==> config.mk <==
export PLATFORM = sky130hd
export DESIGN_NAME = md_cart_bridge_flat
export DESIGN_NICKNAME = d
export VERILOG_FILES = /design/src/rtl/md_cart_bridge_if.sv /design/src/rtl/md_cart_bridge.sv /design/src/flat_wrapper.sv
export SDC_FILE = /design/constraint.sdc
export NUM_CORES = 1
export LEC_CHECK = 0
export CAP_MARGIN = 20
export CELL_PAD_IN_SITES_DETAIL_PLACEMENT = 1
export CELL_PAD_IN_SITES_GLOBAL_PLACEMENT = 2
export CORE_MARGIN = 3
export CORE_UTILIZATION = 40
export DETAILED_ROUTE_END_ITERATION = 7
export DONT_BUFFER_PORTS = 1
export PLACE_DENSITY_LB_ADDON = 0.05
export SETUP_SLACK_MARGIN = 0.4
export SYNTH_ARGS = -nofsm -noshare
export SYNTH_HDL_FRONTEND = slang
export SYNTH_SLANG_ARGS = --single-unit
==> constraint.sdc <==
create_clock -name MCLK -period 4.58 [get_ports MCLK]
set_input_delay 0 -clock MCLK [delete_from_list [all_inputs] [get_ports MCLK]]
set_output_delay 0 -clock MCLK [all_outputs]
set_load 0.005 [all_outputs]
==> src/rtl/md_cart_bridge_if.sv <==
// Memory-side word port of the Mega Drive cartridge bridge.
// Ports: req/we/be/addr/wdata (master out), ack/rdata (slave out).
interface md_cart_bridge_if;
  logic        mem_req;
  logic        mem_we;
  logic [1:0]  mem_be;
  logic [20:0] mem_addr;
  logic [15:0] mem_wdata;
  logic        mem_ack;
  logic [15:0] mem_rdata;

  modport master (
    output mem_req, mem_we, mem_be,
    output mem_addr, mem_wdata,
    input  mem_ack, mem_rdata
  );

  modport slave (
    input  mem_req, mem_we, mem_be,
    input  mem_addr, mem_wdata,
    output mem_ack, mem_rdata
  );
endinterface

==> src/rtl/md_cart_bridge.sv <==
// Cartridge strobe to req/ack memory bridge with a one-word read cache.
// Ports: MCLK, ext_reset, cart_* bus from the board, mem master port.
module md_cart_bridge #(
  parameter int          SETTLE    = 2,
  parameter logic [20:0] ADDR_MASK = 21'h1FFFFF,
  parameter bit          WRITE_EN  = 1'b0
) (
  input  logic        MCLK,
  input  logic        ext_reset,
  input  logic [20:0] cart_address,
  input  logic        cart_cs,
  input  logic        cart_oe,
  input  logic        cart_lwr,
  input  logic        cart_uwr,
  input  logic [15:0] cart_data_wr,
  output logic [15:0] cart_data,
  output logic        cart_data_en,
  md_cart_bridge_if.master mem
);

  typedef enum logic [1:0] {
    S_IDLE, S_SETTLE, S_REQ, S_HOLD
  } state_t;

  state_t      state_q, state_n;
  logic [3:0]  cnt_q, cnt_n;
  logic [20:0] a_q, a_n;
  logic        rd_q, rd_n;
  logic        wr_q, wr_n;
  logic        lwr_q, lwr_n;
  logic        uwr_q, uwr_n;
  logic [15:0] wd_q, wd_n;
  logic [20:0] c_addr_q, c_addr_n;
  logic [15:0] c_data_q, c_data_n;
  logic        c_v_q, c_v_n;
  logic [15:0] data_q, data_n;
  logic        en_q, en_n;
  logic        req_q, req_n;
  logic        we_q, we_n;
  logic [1:0]  be_q, be_n;
  logic [20:0] addr_q, addr_n;
  logic [15:0] wdata_q, wdata_n;

  logic        rd, wr, act, same, fire, hit;
  logic [20:0] addr_m;
  logic [3:0]  cnt_inc;

  assign rd     = cart_cs & cart_oe;
  assign wr     = cart_cs & (cart_lwr | cart_uwr)
                & ~cart_oe;
  assign act    = rd | wr;
  assign addr_m = cart_address & ADDR_MASK;

  // Write data only matters for stability while writing.
  assign same = (addr_m == a_q) && (rd == rd_q)
             && (wr == wr_q) && (cart_lwr == lwr_q)
             && (cart_uwr == uwr_q)
             && (!wr || cart_data_wr == wd_q);

  // Count as it will be after this edge; lets SETTLE=1
  // fire straight out of IDLE.
  assign cnt_inc = (state_q == S_SETTLE && same)
                 ? cnt_q + 4'd1 : 4'd1;
  assign fire = act && (cnt_inc == 4'(SETTLE));
  assign hit  = c_v_q && (c_addr_q == addr_m);

  always_comb begin
    state_n  = state_q;
    cnt_n    = cnt_q;
    a_n      = a_q;
    rd_n     = rd_q;
    wr_n     = wr_q;
    lwr_n    = lwr_q;
    uwr_n    = uwr_q;
    wd_n     = wd_q;
    c_addr_n = c_addr_q;
    c_data_n = c_data_q;
    c_v_n    = c_v_q;
    data_n   = data_q;
    en_n     = en_q;
    req_n    = req_q;
    we_n     = we_q;
    be_n     = be_q;
    addr_n   = addr_q;
    wdata_n  = wdata_q;
    unique case (state_q)
      S_IDLE, S_SETTLE: begin
        if (!act) begin
          state_n = S_IDLE;
          cnt_n   = 4'd0;
        end else begin
          state_n = S_SETTLE;
          cnt_n   = cnt_inc;
          a_n     = addr_m;
          rd_n    = rd;
          wr_n    = wr;
          lwr_n   = cart_lwr;
          uwr_n   = cart_uwr;
          wd_n    = cart_data_wr;
          if (fire) begin
            if (rd && hit) begin
              data_n  = c_data_q;
              en_n    = 1'b1;
              state_n = S_HOLD;
            end else if (rd) begin
              req_n   = 1'b1;
              we_n    = 1'b0;
              be_n    = 2'b11;
              addr_n  = addr_m;
              state_n = S_REQ;
            end else if (WRITE_EN) begin
              req_n   = 1'b1;
              we_n    = 1'b1;
              be_n    = {cart_uwr, cart_lwr};
              addr_n  = addr_m;
              wdata_n = cart_data_wr;
              state_n = S_REQ;
            end else begin
              state_n = S_HOLD;
            end
          end
        end
      end
      S_REQ: begin
        // Strobe drops are ignored; the bus cycle
        // always runs to its ack.
        if (mem.mem_ack) begin
          req_n = 1'b0;
          if (rd_q) begin
            c_data_n = mem.mem_rdata;
            c_addr_n = addr_q;
            c_v_n    = 1'b1;
            if (rd) begin
              data_n  = mem.mem_rdata;
              en_n    = 1'b1;
              state_n = S_HOLD;
            end else begin
              state_n = S_IDLE;
            end
          end else begin
            if (c_v_q && c_addr_q == addr_q) begin
              if (be_q[1]) c_data_n[15:8] = wdata_q[15:8];
              if (be_q[0]) c_data_n[7:0]  = wdata_q[7:0];
            end
            state_n = S_HOLD;
          end
        end
      end
      S_HOLD: begin
        if (!(rd_q ? rd : wr)) begin
          en_n    = 1'b0;
          cnt_n   = 4'd0;
          state_n = S_IDLE;
        end
      end
      default: state_n = S_IDLE;
    endcase
  end

  always_ff @(posedge MCLK) begin
    if (ext_reset) begin
      state_q  <= S_IDLE;
      cnt_q    <= 4'd0;
      a_q      <= '0;
      rd_q     <= 1'b0;
      wr_q     <= 1'b0;
      lwr_q    <= 1'b0;
      uwr_q    <= 1'b0;
      wd_q     <= '0;
      c_addr_q <= '0;
      c_data_q <= '0;
      c_v_q    <= 1'b0;
      data_q   <= '0;
      en_q     <= 1'b0;
      req_q    <= 1'b0;
      we_q     <= 1'b0;
      be_q     <= 2'b00;
      addr_q   <= '0;
      wdata_q  <= '0;
    end else begin
      state_q  <= state_n;
      cnt_q    <= cnt_n;
      a_q      <= a_n;
      rd_q     <= rd_n;
      wr_q     <= wr_n;
      lwr_q    <= lwr_n;
      uwr_q    <= uwr_n;
      wd_q     <= wd_n;
      c_addr_q <= c_addr_n;
      c_data_q <= c_data_n;
      c_v_q    <= c_v_n;
      data_q   <= data_n;
      en_q     <= en_n;
      req_q    <= req_n;
      we_q     <= we_n;
      be_q     <= be_n;
      addr_q   <= addr_n;
      wdata_q  <= wdata_n;
    end
  end

  assign cart_data     = data_q;
  assign cart_data_en  = en_q;
  assign mem.mem_req   = req_q;
  assign mem.mem_we    = we_q;
  assign mem.mem_be    = be_q;
  assign mem.mem_addr  = addr_q;
  assign mem.mem_wdata = wdata_q;

endmodule

==> src/flat_wrapper.sv <==
// flat-port wrapper written by rule: the top's interface ports become plain ports
module md_cart_bridge_flat 
#(
  parameter int          SETTLE    = 2,
  parameter logic [20:0] ADDR_MASK = 21'h1FFFFF,
  parameter bit          WRITE_EN  = 1'b0
)
  (MCLK, ext_reset, cart_address, cart_cs, cart_oe, cart_lwr, cart_uwr, cart_data_wr, cart_data, cart_data_en, mem_mem_req, mem_mem_we, mem_mem_be, mem_mem_addr, mem_mem_wdata, mem_mem_ack, mem_mem_rdata);
  md_cart_bridge_if mem_i ();
  input  logic MCLK;
  input  logic ext_reset;
  input  logic [20:0] cart_address;
  input  logic cart_cs;
  input  logic cart_oe;
  input  logic cart_lwr;
  input  logic cart_uwr;
  input  logic [15:0] cart_data_wr;
  output logic [15:0] cart_data;
  output logic cart_data_en;
  output wire logic [$bits(mem_i.mem_req)-1:0] mem_mem_req;
  output wire logic [$bits(mem_i.mem_we)-1:0] mem_mem_we;
  output wire logic [$bits(mem_i.mem_be)-1:0] mem_mem_be;
  output wire logic [$bits(mem_i.mem_addr)-1:0] mem_mem_addr;
  output wire logic [$bits(mem_i.mem_wdata)-1:0] mem_mem_wdata;
  input wire logic [$bits(mem_i.mem_ack)-1:0] mem_mem_ack;
  input wire logic [$bits(mem_i.mem_rdata)-1:0] mem_mem_rdata;
  assign mem_mem_req = mem_i.mem_req;
  assign mem_mem_we = mem_i.mem_we;
  assign mem_mem_be = mem_i.mem_be;
  assign mem_mem_addr = mem_i.mem_addr;
  assign mem_mem_wdata = mem_i.mem_wdata;
  assign mem_i.mem_ack = mem_mem_ack;
  assign mem_i.mem_rdata = mem_mem_rdata;
  md_cart_bridge #(.SETTLE(SETTLE), .ADDR_MASK(ADDR_MASK), .WRITE_EN(WRITE_EN)) u_core (.MCLK(MCLK), .ext_reset(ext_reset), .cart_address(cart_address), .cart_cs(cart_cs), .cart_oe(cart_oe), .cart_lwr(cart_lwr), .cart_uwr(cart_uwr), .cart_data_wr(cart_data_wr), .cart_data(cart_data), .cart_data_en(cart_data_en), .mem(mem_i));
endmodule
==> impl_metrics.csv <==
group,metric,value,unit
cells_and_area,final_cells,925,
cells_and_area,final_util,50.31,%
setup_path,critPathMaxFanout,18,
clock_network,root_buffer,"clkbuf_16",
sta,post-route-period-util,74.31,%
die,num_rows,43,
logic_synthesis,ys_warn_count,0,
place,place_hpwl,11330,um
logic_synthesis,yosysSeqAreaShare,43.46,%
die,io_pins,118,
grt,grt_pass1_vias,5220,
clock_network,path_clk_slew,0.06,ns
drt,antenna_left,0,
sta,max_freq,293.8,MHz
pwr,p_per_area,389.7,nW/um^2
status,status,"finished, final reports clean",
sta,hold_viol,0,
hold_path,hold_class,"primary input to flop",
clock_network,cts_max_level,4,
place,preCtsSetupSlack,1.185,ns
cells_and_area,fillers,1643,
sta,period_needed,3.403,ns
drt,vias,4956,
place,finalWeightedCongestion,0.7625,
logic_synthesis,syn_area_per_cell,8.345,um^2
sta,relSlewSlack,38.67,%
setup_path,crit_path_cell_trace,"ha_1, nor2b_1, nand4bb_1, or4_1, or4_4, o21ai_2, and2_1, a211oi_1",
clock_network,cts_tree,"done",
clock_network,clock-sinks,125,
logic_synthesis,synth.distinct_cells,44,
setup_path,cp-end-kind,"flop",
place,numPortBuffers,0,
setup_path,crit_buf_inv,0,
setup_path,worstSetupPathType,"flop to flop",
sta,fin_skew,0.005243,ns
drt,post-route-drc-count,0,
sta,drv_slew,0,
sta,postLayoutSetupSlackWorst,1.177,ns
grt,antenna_found_initial,0,
cells_and_area,syn2layout_area_growth,22.23,%
drt,drt_iter0_drc,288,
sta,tns,0,ns
grt,grt_max_degree,127,
grt,grt-ovfl-total,0,
clock_network,cts_buffer_depth,2,
clock_network,clkLatencyLatePin,0.42,ns
drt,drtPass1Iterations,5,
pwr,ir_worst_vdd,0.2512,mV
sta,rsz0062_at_grt,"false",
die,fp.dieArea,15870,um^2
die,design.core.area,13990,um^2
die,initial_core_util,41.16,%
logic_synthesis,synth_edf_count,0,
cells_and_area,nNetsFinal,794,
die,fp.dieW,126.0,um
setup_path,max_stage_delay,0.59,ns
grt,track_usage,23.48,%
logic_synthesis,syn-cell-area,5758,um^2
cells_and_area,antennaDiodeCount,0,
drt,wl_per_cell,19.99,um
sta,setup_viol,0,
cells_and_area,finalInstanceArea,7038,um^2
cells_and_area,post_route_cells_drive_above_1_share,6.040,%
clock_network,cts_made_buffers,17,
pwr,p_leak,0.002479,uW
place,dp_cells,834,
setup_path,start_kind,"flop",
logic_synthesis,synthArstFlopShare,0,%
logic_synthesis,netlist_instances,690,
die,die-height,126.0,um
drt,wl,18490,um
setup_path,crit_required,4.85,ns
sta,worstMarginPinSlew,0.9200,ns
clock_network,cts_resized,0,
logic_synthesis,ys_ff_latch,125,
logic_synthesis,synthFlopType,"dfxtp_1",
setup_path,cpLargestDelayFamily,"simple AND/OR/NAND/NOR gates",
setup_path,r2r_slack,1.18,ns
setup_path,cp.arrival,3.68,ns
place,placed_area,5791,um^2
grt,grt_first_pass_wirelength,29110,um
drt,viasPerCell,5.358,
flow_run,cap_violations,0,
setup_path,cp_slowest_cell,"or4_4",
-- flip-flops by register name, indices dropped and copies added (netlist names), 2 cells and up --
register             cells
u_core.c_data_q         16
u_core.cart_data        16
u_core.state_q           2
u_core.c_addr_q         21
u_core.a_q              21
u_core.wd_q             16
u_core.cnt_q             4
u_core.mem.mem_addr     21
-- final timing paths --
check,startpoint,endpoint,depth (start not counted)
hold reg to reg,u_core.a_q[5],u_core.a_q[5],2
hold / removal,ext_reset,u_core.c_data_q[2],2
setup reg to reg,u_core.cnt_q[0],u_core.cart_data[9],8
setup / recovery,u_core.cnt_q[0],u_core.cart_data[9],8
-- cell usage in the layout (no fill, tap or decap), drive strengths merged, types with 4 or more instances in the layout --
cell	netlist	final
nand2	136	136
dfxtp	125	125
a21oi	84	84
dlygate4sd3	0	58
nor2	51	51
xnor2	50	50
xor2	31	31
clkbuf	34	23
mux2i	21	21
o21ai	20	20
or3	17	17
a22oi	17	17
conb	1	17
a211oi	16	16
nand4	11	11
nor4	10	10
buf	25	8
nand3	4	4
nor2b	4	4
-- cell usage after synthesis, types with 3 or more instances --
cell	number	share of area [%]
nor2_1	51	3.3
and3_1	3	0.33
a22oi_1	17	2.2
inv_1	3	0.20
buf_2	3	0.26
dfxtp_1	125	43
nand2_1	136	8.9
a211oi_1	16	2.1
nand4_1	11	1.2
a21oi_1	84	7.3
xnor2_1	50	7.6
and2_1	3	0.33
or3_1	17	1.8
buf_4	18	2.3
nor4_1	10	1.1
xor2_1	31	4.7
nor2b_1	3	0.33
nand2b_1	3	0.33
mux2i_1	21	3.7
o21ai_0	19	1.7
nand3_1	4	0.35
clkbuf_1	34	2.2
-- power breakdown --
| group | internal (uW) | switching [uW] | total (uW) | leakage [uW] |
|---|---|---|---|---|
| logic | 83.1 | 93.4 | 177 | 0.00116 |
| registers | 1110 | 15.3 | 1130 | 0.00101 |
| clock network | 941 | 500 | 1440 | 0.000307 |
| total | 2130 | 609 | 2740 | 0.00248 |
-- routing by layer --
layer  wire, um  GRT usage [%]  vias up  part of all wire [%]
met4        445          9.211        0                   2.4
li1           -              -     2405                     -
met1       7460          27.21     2397                    40
met5          0              0        -                     0
met2       9482          40.41      128                    51
met3       1103          7.379       26                   6.0
-- timing repair --
action,CTS,global route
hold buffers,59,0
setup buffers,0,0
hold endpoints to repair,125,0
-- metrics by stage --
step	hold WS, ns	power [uW]
final	0.007275	2743
after global routing	0.01986	2835
after CTS	0.002322	2762
after detailed placement	0.08283	1251
after global placement	0.07875	1246
after floorplan	0.1360	1254
-- cell type report --
cell class                      count  area [um^2]  share of cell area (%)
Clock inverter                      9        131.4                   1.867
Inverter                            3        11.26                  0.1600
Sequential cell                   125         2502                   35.56
Multi-Input combinational cell    519         2999                   42.61
Timing Repair Buffer               66        660.6                   9.387
Tap cell                          180        225.2                   3.200
Clock buffer                       23        508.0                   7.218
-- cells by family after synthesis --
family | after synthesis | share of synthesized area, %
multiplexers | 21 | 3.651
XOR/XNOR | 81 | 12.32
adder cells (fa/ha/maj) | 2 | 0.4345
buffers and inverters | 62 | 5.541
AO/OA/AOI/OAI | 149 | 15.15
AND/OR/NAND/NOR | 249 | 19.38
other | 1 | 0.06513
flip-flops | 125 | 43.46
No activity file was read; power rests on OpenSTA's default activity.
